--- src/rtl/bp_me_wb_arbiter.sv ---
// bp_me_wb_arbiter
//   Two-master to one-slave Wishbone arbiter. Master 0 is the I$ WB master,
//   master 1 is the D$ WB master. A grant is held for as long as the granted
//   master keeps cyc high. A simultaneous request from IDLE goes to the master
//   not granted most recently. Request fields are routed combinationally; there
//   is no data buffering, so slave latency reaches the master unchanged.
//
//   Optional watchdog, enabled with `define BP_ME_WB_ARB_TIMEOUT_EN:
//   if the slave leaves a strobed request without ack/err for timeout_p cycles,
//   the granted master gets a one-cycle err. During that cycle the slave-side
//   stb is masked.
//
// Ports
//   clk_i, reset_i             clock, async active-high reset
//   m0_*_i / m0_*_o            master 0 request / response (ack, err, dat)
//   m1_*_i / m1_*_o            master 1 request / response
//   s_*_o / s_*_i              shared slave request / response
//
// state    | meaning
// ---------+----------------------------------------------------
// e_idle   | no owner; slave cyc/stb and all master ack/err low
// e_grant0 | master 0 owns the slave until m0_cyc_i is seen low
// e_grant1 | master 1 owns the slave until m1_cyc_i is seen low

module bp_me_wb_arbiter #(
  parameter int adr_width_p  = 37,
  parameter int data_width_p = 64,
  parameter int timeout_p    = 1024
) (
  input  logic                      clk_i,
  input  logic                      reset_i,

  input  logic [adr_width_p-1:0]    m0_adr_i,
  input  logic [data_width_p-1:0]   m0_dat_i,
  input  logic                      m0_cyc_i,
  input  logic                      m0_stb_i,
  input  logic [data_width_p/8-1:0] m0_sel_i,
  input  logic                      m0_we_i,
  input  logic [2:0]                m0_cti_i,
  input  logic [1:0]                m0_bte_i,
  output logic                      m0_ack_o,
  output logic                      m0_err_o,
  output logic [data_width_p-1:0]   m0_dat_o,

  input  logic [adr_width_p-1:0]    m1_adr_i,
  input  logic [data_width_p-1:0]   m1_dat_i,
  input  logic                      m1_cyc_i,
  input  logic                      m1_stb_i,
  input  logic [data_width_p/8-1:0] m1_sel_i,
  input  logic                      m1_we_i,
  input  logic [2:0]                m1_cti_i,
  input  logic [1:0]                m1_bte_i,
  output logic                      m1_ack_o,
  output logic                      m1_err_o,
  output logic [data_width_p-1:0]   m1_dat_o,

  output logic [adr_width_p-1:0]    s_adr_o,
  output logic [data_width_p-1:0]   s_dat_o,
  output logic                      s_cyc_o,
  output logic                      s_stb_o,
  output logic [data_width_p/8-1:0] s_sel_o,
  output logic                      s_we_o,
  output logic [2:0]                s_cti_o,
  output logic [1:0]                s_bte_o,
  input  logic                      s_ack_i,
  input  logic                      s_err_i,
  input  logic [data_width_p-1:0]   s_dat_i
);

  typedef enum logic [1:0] {
    e_idle   = 2'd0,
    e_grant0 = 2'd1,
    e_grant1 = 2'd2
  } state_e;

  state_e state_r;
  logic   last_grant_r;   // 0: master 0 granted most recently, 1: master 1
  logic   granted;
  logic   gnt_stb;
  logic   wd_fire;

  always_ff @(posedge clk_i or posedge reset_i) begin
    if (reset_i) begin
      state_r      <= e_idle;
      last_grant_r <= 1'b1;   // master 0 wins the first tie
    end else begin
      case (state_r)
        e_idle: begin
          if (m0_cyc_i && (!m1_cyc_i || last_grant_r)) begin
            state_r      <= e_grant0;
            last_grant_r <= 1'b0;
          end else if (m1_cyc_i) begin
            state_r      <= e_grant1;
            last_grant_r <= 1'b1;
          end
        end
        e_grant0: if (!m0_cyc_i) state_r <= e_idle;
        e_grant1: if (!m1_cyc_i) state_r <= e_idle;
        default:  state_r <= e_idle;
      endcase
    end
  end

  assign granted = (state_r == e_grant0) || (state_r == e_grant1);
  assign gnt_stb = ((state_r == e_grant0) && m0_stb_i) ||
                   ((state_r == e_grant1) && m1_stb_i);

`ifdef BP_ME_WB_ARB_TIMEOUT_EN
  localparam int wd_width_lp = (timeout_p > 1) ? $clog2(timeout_p) : 1;
  localparam logic [wd_width_lp-1:0] wd_last_lp = wd_width_lp'(timeout_p - 1);

  logic [wd_width_lp-1:0] wd_cnt_r;

  assign wd_fire = gnt_stb && !s_ack_i && !s_err_i && (wd_cnt_r == wd_last_lp);

  // Also cleared on its own fire so a master that keeps stb up restarts the wait.
  always_ff @(posedge clk_i or posedge reset_i) begin
    if (reset_i)
      wd_cnt_r <= '0;
    else if (!granted || s_ack_i || s_err_i || wd_fire)
      wd_cnt_r <= '0;
    else if (gnt_stb)
      wd_cnt_r <= wd_cnt_r + 1'b1;
  end
`else
  assign wd_fire = 1'b0;

  // Keeps timeout_p referenced when the watchdog is compiled out.
  if (timeout_p < 1) begin : g_timeout_p_unused
  end
`endif

  always_comb begin
    s_adr_o  = '0;
    s_dat_o  = '0;
    s_cyc_o  = 1'b0;
    s_stb_o  = 1'b0;
    s_sel_o  = '0;
    s_we_o   = 1'b0;
    s_cti_o  = 3'b000;
    s_bte_o  = 2'b00;
    m0_ack_o = 1'b0;
    m0_err_o = 1'b0;
    m1_ack_o = 1'b0;
    m1_err_o = 1'b0;
    case (state_r)
      e_grant0: begin
        s_adr_o  = m0_adr_i;
        s_dat_o  = m0_dat_i;
        s_cyc_o  = m0_cyc_i;
        s_stb_o  = m0_stb_i && !wd_fire;
        s_sel_o  = m0_sel_i;
        s_we_o   = m0_we_i;
        s_cti_o  = m0_cti_i;
        s_bte_o  = m0_bte_i;
        m0_ack_o = s_ack_i;
        m0_err_o = s_err_i || wd_fire;
      end
      e_grant1: begin
        s_adr_o  = m1_adr_i;
        s_dat_o  = m1_dat_i;
        s_cyc_o  = m1_cyc_i;
        s_stb_o  = m1_stb_i && !wd_fire;
        s_sel_o  = m1_sel_i;
        s_we_o   = m1_we_i;
        s_cti_o  = m1_cti_i;
        s_bte_o  = m1_bte_i;
        m1_ack_o = s_ack_i;
        m1_err_o = s_err_i || wd_fire;
      end
      default: ;
    endcase
  end

  assign m0_dat_o = s_dat_i;
  assign m1_dat_o = s_dat_i;

endmodule

--- config.mk ---
export PLATFORM = sky130hd
export DESIGN_NAME = bp_me_wb_arbiter
export DESIGN_NICKNAME = d
export VERILOG_FILES = /design/src/rtl/bp_me_wb_arbiter.sv
export SDC_FILE = /design/constraint.sdc
export NUM_CORES = 1
export LEC_CHECK = 0
export CAP_MARGIN = 10
export CELL_PAD_IN_SITES_DETAIL_PLACEMENT = 1
export CELL_PAD_IN_SITES_GLOBAL_PLACEMENT = 1
export CORE_AREA = 2 2 212 214
export CTS_CLUSTER_DIAMETER = 40
export CTS_CLUSTER_SIZE = 40
export DETAILED_ROUTE_END_ITERATION = 10
export DIE_AREA = 0 0 214 216
export PLACE_DENSITY_LB_ADDON = 0.05
export SETUP_SLACK_MARGIN = 0.5
export SYNTH_ARGS = -nofsm -noshare
export SYNTH_HDL_FRONTEND = slang
export SYNTH_SLANG_ARGS = --single-unit
--- constraint.sdc ---
create_clock -name clk_i -period 1.6 [get_ports clk_i]
set_input_delay 0.32 -clock clk_i [delete_from_list [all_inputs] [get_ports clk_i]]
set_output_delay 0.32 -clock clk_i [all_outputs]
set_load 0.03 [all_outputs]
==> results.md <==
* Status: finished with violations
* Failing checks: negative setup slack
* Net count, final at roughly 1000
* Cell variety after synth at 18
* Part of the cycle the worst path needs at 1.32
* First-pass GRT wire length at 36700 um
* Routed WL at 28000 um
* Hold crit path type: primary input to asynchronous set/reset pin
* Layout Skew at around 0.0018 ns
* Yosys reg bits at 3
* Vias per cell at between 3 and 4
* Fin crit period at 2.10 ns
* Die ar. at roughly 0.046 mm2
* Post-Synth Simple-Gate Area at 0.251
* Dpl cells at around 1200
* Clock-pin transition on the worst setup and hold timing paths at approximately 0.03 ns
* Adder-cell share of the synthesized area at 0.0123
* Largest area contributor in the netlist: buf_4
* Final ANT Viol Nets at 0
* Number of detailed-route iterations in the first pass at 4
* Yosys Warn Count at 0
* Ranking of synthesized cells by area: buf_4 32%, a22oi_1 29%, nor2b_1 24%
* Post-synthesis sequential area ratio at 0.0250
* Initial antenna violation count at 0
* Max_cap viols at 0
* # diodes at 0
* Top Ports at between 500 and 600
* Multi-input logic area at between 0.003 and 0.004 mm2
* Commonest cells after routing, fill and taps aside: 235 x clkdlybuf4s50_1, 115 x a22oi_2, 94 x buf_6
* Largest net degree at the start of global routing at 35
* GRT Overall Usage at 0.109
* CTS tree: built
* Layout Area Growth over Synthesis at 211%
* Pre-CTS setup slack at -0.349 ns
* Hold Vio Cnt, Final at 0
* Drt drc at 0
* Synth Area in Compound Gates at 0.306
* Final setup fails at about 120
* Synthesized instance count at about 430
* DP Wirelength at around 18000 um
* WP data arrival at ~1.8 ns
* Std cell rows at 77
* Starting Density at 0.0697
* Sequential Area at 76.3 um2
* Number of global-route vias before repair at 4834
* Leak at ~0.0033 uW
* Fillers at ~5000
* RSZ-0062 raised after global routing: yes
* Worst EP required at approximately 1.3 ns
* Final slew viol count at 0
* Post-DR wirelength/cell at ~22 um
* GP Congestion at roughly 0.76
* Worst R2R Setup Slack at -0.21 ns
* DR iter-0 viols at 82
* Post-Synth XOR/XNOR Area at 0
* Die height at approximately 220 um
* Reg2reg path depth at 9
* Syn avg cell area at roughly 7.2 um2
* Worst r2r src: state_r[1]
* Synth top area share at 0.319
* Synth Cell Area at slightly above 0.003 mm2
* Main combinational cell family by area after synthesis: buffers and inverters
* Fmax at 475 MHz
* Share of cells above drive strength 1 at 0.633
* Post-synthesis mux area share at 0
* Core area at about 0.044 mm2
* Die width at around 210 um
* H-Tree Level Count at 1
* Syn nets at between 700 and 800
* Leading cell type in the layout, fill and taps excluded: clkdlybuf4s50_1
* Total CTS buffers at 3
* Root Buffer: clkbuf_16
* Type of the worst setup path: register to output pin
* Slew margin rel. at 0.816
* Clk buf depth at 2
* Non-Filler Instances at between 1000 and 1500
* Clock latency on the worst-skew pair at approximately 0.23 ns
* Slew @ Worst Pin at about 0.28 ns
* P per Cell Area at approximately 1800 mW/mm2
* IO Port Bufs at roughly 360
* Setup crit start kind: register
* Critical R2R Capture: state_r[1]
* Overflow after GRT at 0
* Clock sinks at 3
* CP Capture Type: output pin
* Via count at 4251
* Worst setup margin at -0.505 ns
* Crit path max fanout at 7
* Worst VDD drop at roughly 0.00073 V
## logic make-up (layout without fill, tap and decap cells)
logic type / count (synthesis) / after routing
simple gates: 124 / 124
fa+ha+maj: 3 / 3
buf+inv: 172 / 436
flops: 3 / 3
compound gates: 124 / 124
## critical path, stage by stage (launching register included)
cell	delay [ns]
dfrtp_1	0.40
buf_6	0.13
ha_4	0.16
buf_12	0.15
buf_12	0.15
buf_16	0.15
a22oi_2	0.21
nor2b_4	0.06
buf_6	0.14
## synthesized netlist by cell type, drive strengths merged
cell type and instances:
and2 4, buf 157, dfrtp 2, a22oi 117
inv 5, o21ai 3, nor2b 117, a22o 2
nand2 3, clkbuf 10, dfstp 1, ha 3
a21oi 2
## report_power, final
part	internal [uW]	switching, uW	total [uW]	leakage (uW)
sequential	120	37.9	158	0.0000362
combinational	9420	7510	16900	0.00325
clock	329	72.6	402	0.0000382
## per-stage QoR
step / setup TNS [ns] / hold WS [ns] / utilization / total power, uW / area [um2]
finish: -53.27 / 0.283 / 0.217 / 17500 / 9500
global route: -59.99 / 0.311 / 0.217 / 18400 / 9500
CTS: -53.08 / 0.292 / 0.201 / 16100 / 8830
detailed placement: -25.23 / 0.515 / 0.161 / 10600 / 7060
global placement: -23.45 / 0.501 / 0.161 / 10500 / 7060
floorplan: -4.92 / 0.0729 / - / 7330 / 3750
## flip-flops by register name (all words and copies together), names as in the netlist
name / cells
last_grant_r: 1
state_r: 2
## routing by layer
layer  GRT usage  vias to the layer above  part of all wire
met5           0                        -                 0
met4      0.0338                        0             0.040
met3      0.0366                       69             0.078
met2       0.197                      283              0.50
met1       0.120                     1994              0.38
li1            -                     1905                 -
## worst max-delay path by stage
| stage | start | to | slack [ns] | cells past startpoint |
|---|---|---|---|---|
| 6_report | state_r[1] | s_adr_o[20] | -0.50 | 8 |
| 5_1_grt | state_r[1] | s_dat_o[44] | -0.56 | 8 |
| 4_1_cts | state_r[1] | s_dat_o[21] | -0.49 | 7 |
| 3_5_place_dp | state_r[1] | s_dat_o[21] | -0.35 | 6 |
| 3_3_place_gp | state_r[1] | s_dat_o[12] | -0.33 | 6 |
| 2_1_floorplan | state_r[1] | s_adr_o[10] | -0.1 | 6 |
## timing repair
item	CTS	global route
pin swaps	42	28
hold buffers	0	0
endpoints found under the setup margin	124	124
cloned	22	12
buffers inserted	16	4
resized for setup	205	70
## final cells by class
| type | instances | area share |
|---|---|---|
| clock buffer | 4 | 0.00830 |
| inverter | 5 | 0.00198 |
| multi-input combinational | 251 | 0.322 |
| sequential | 3 | 0.00804 |
| tap | 592 | 0.0780 |
| timing repair buffer | 427 | 0.582 |
Power figures use the tool's default switching activity.
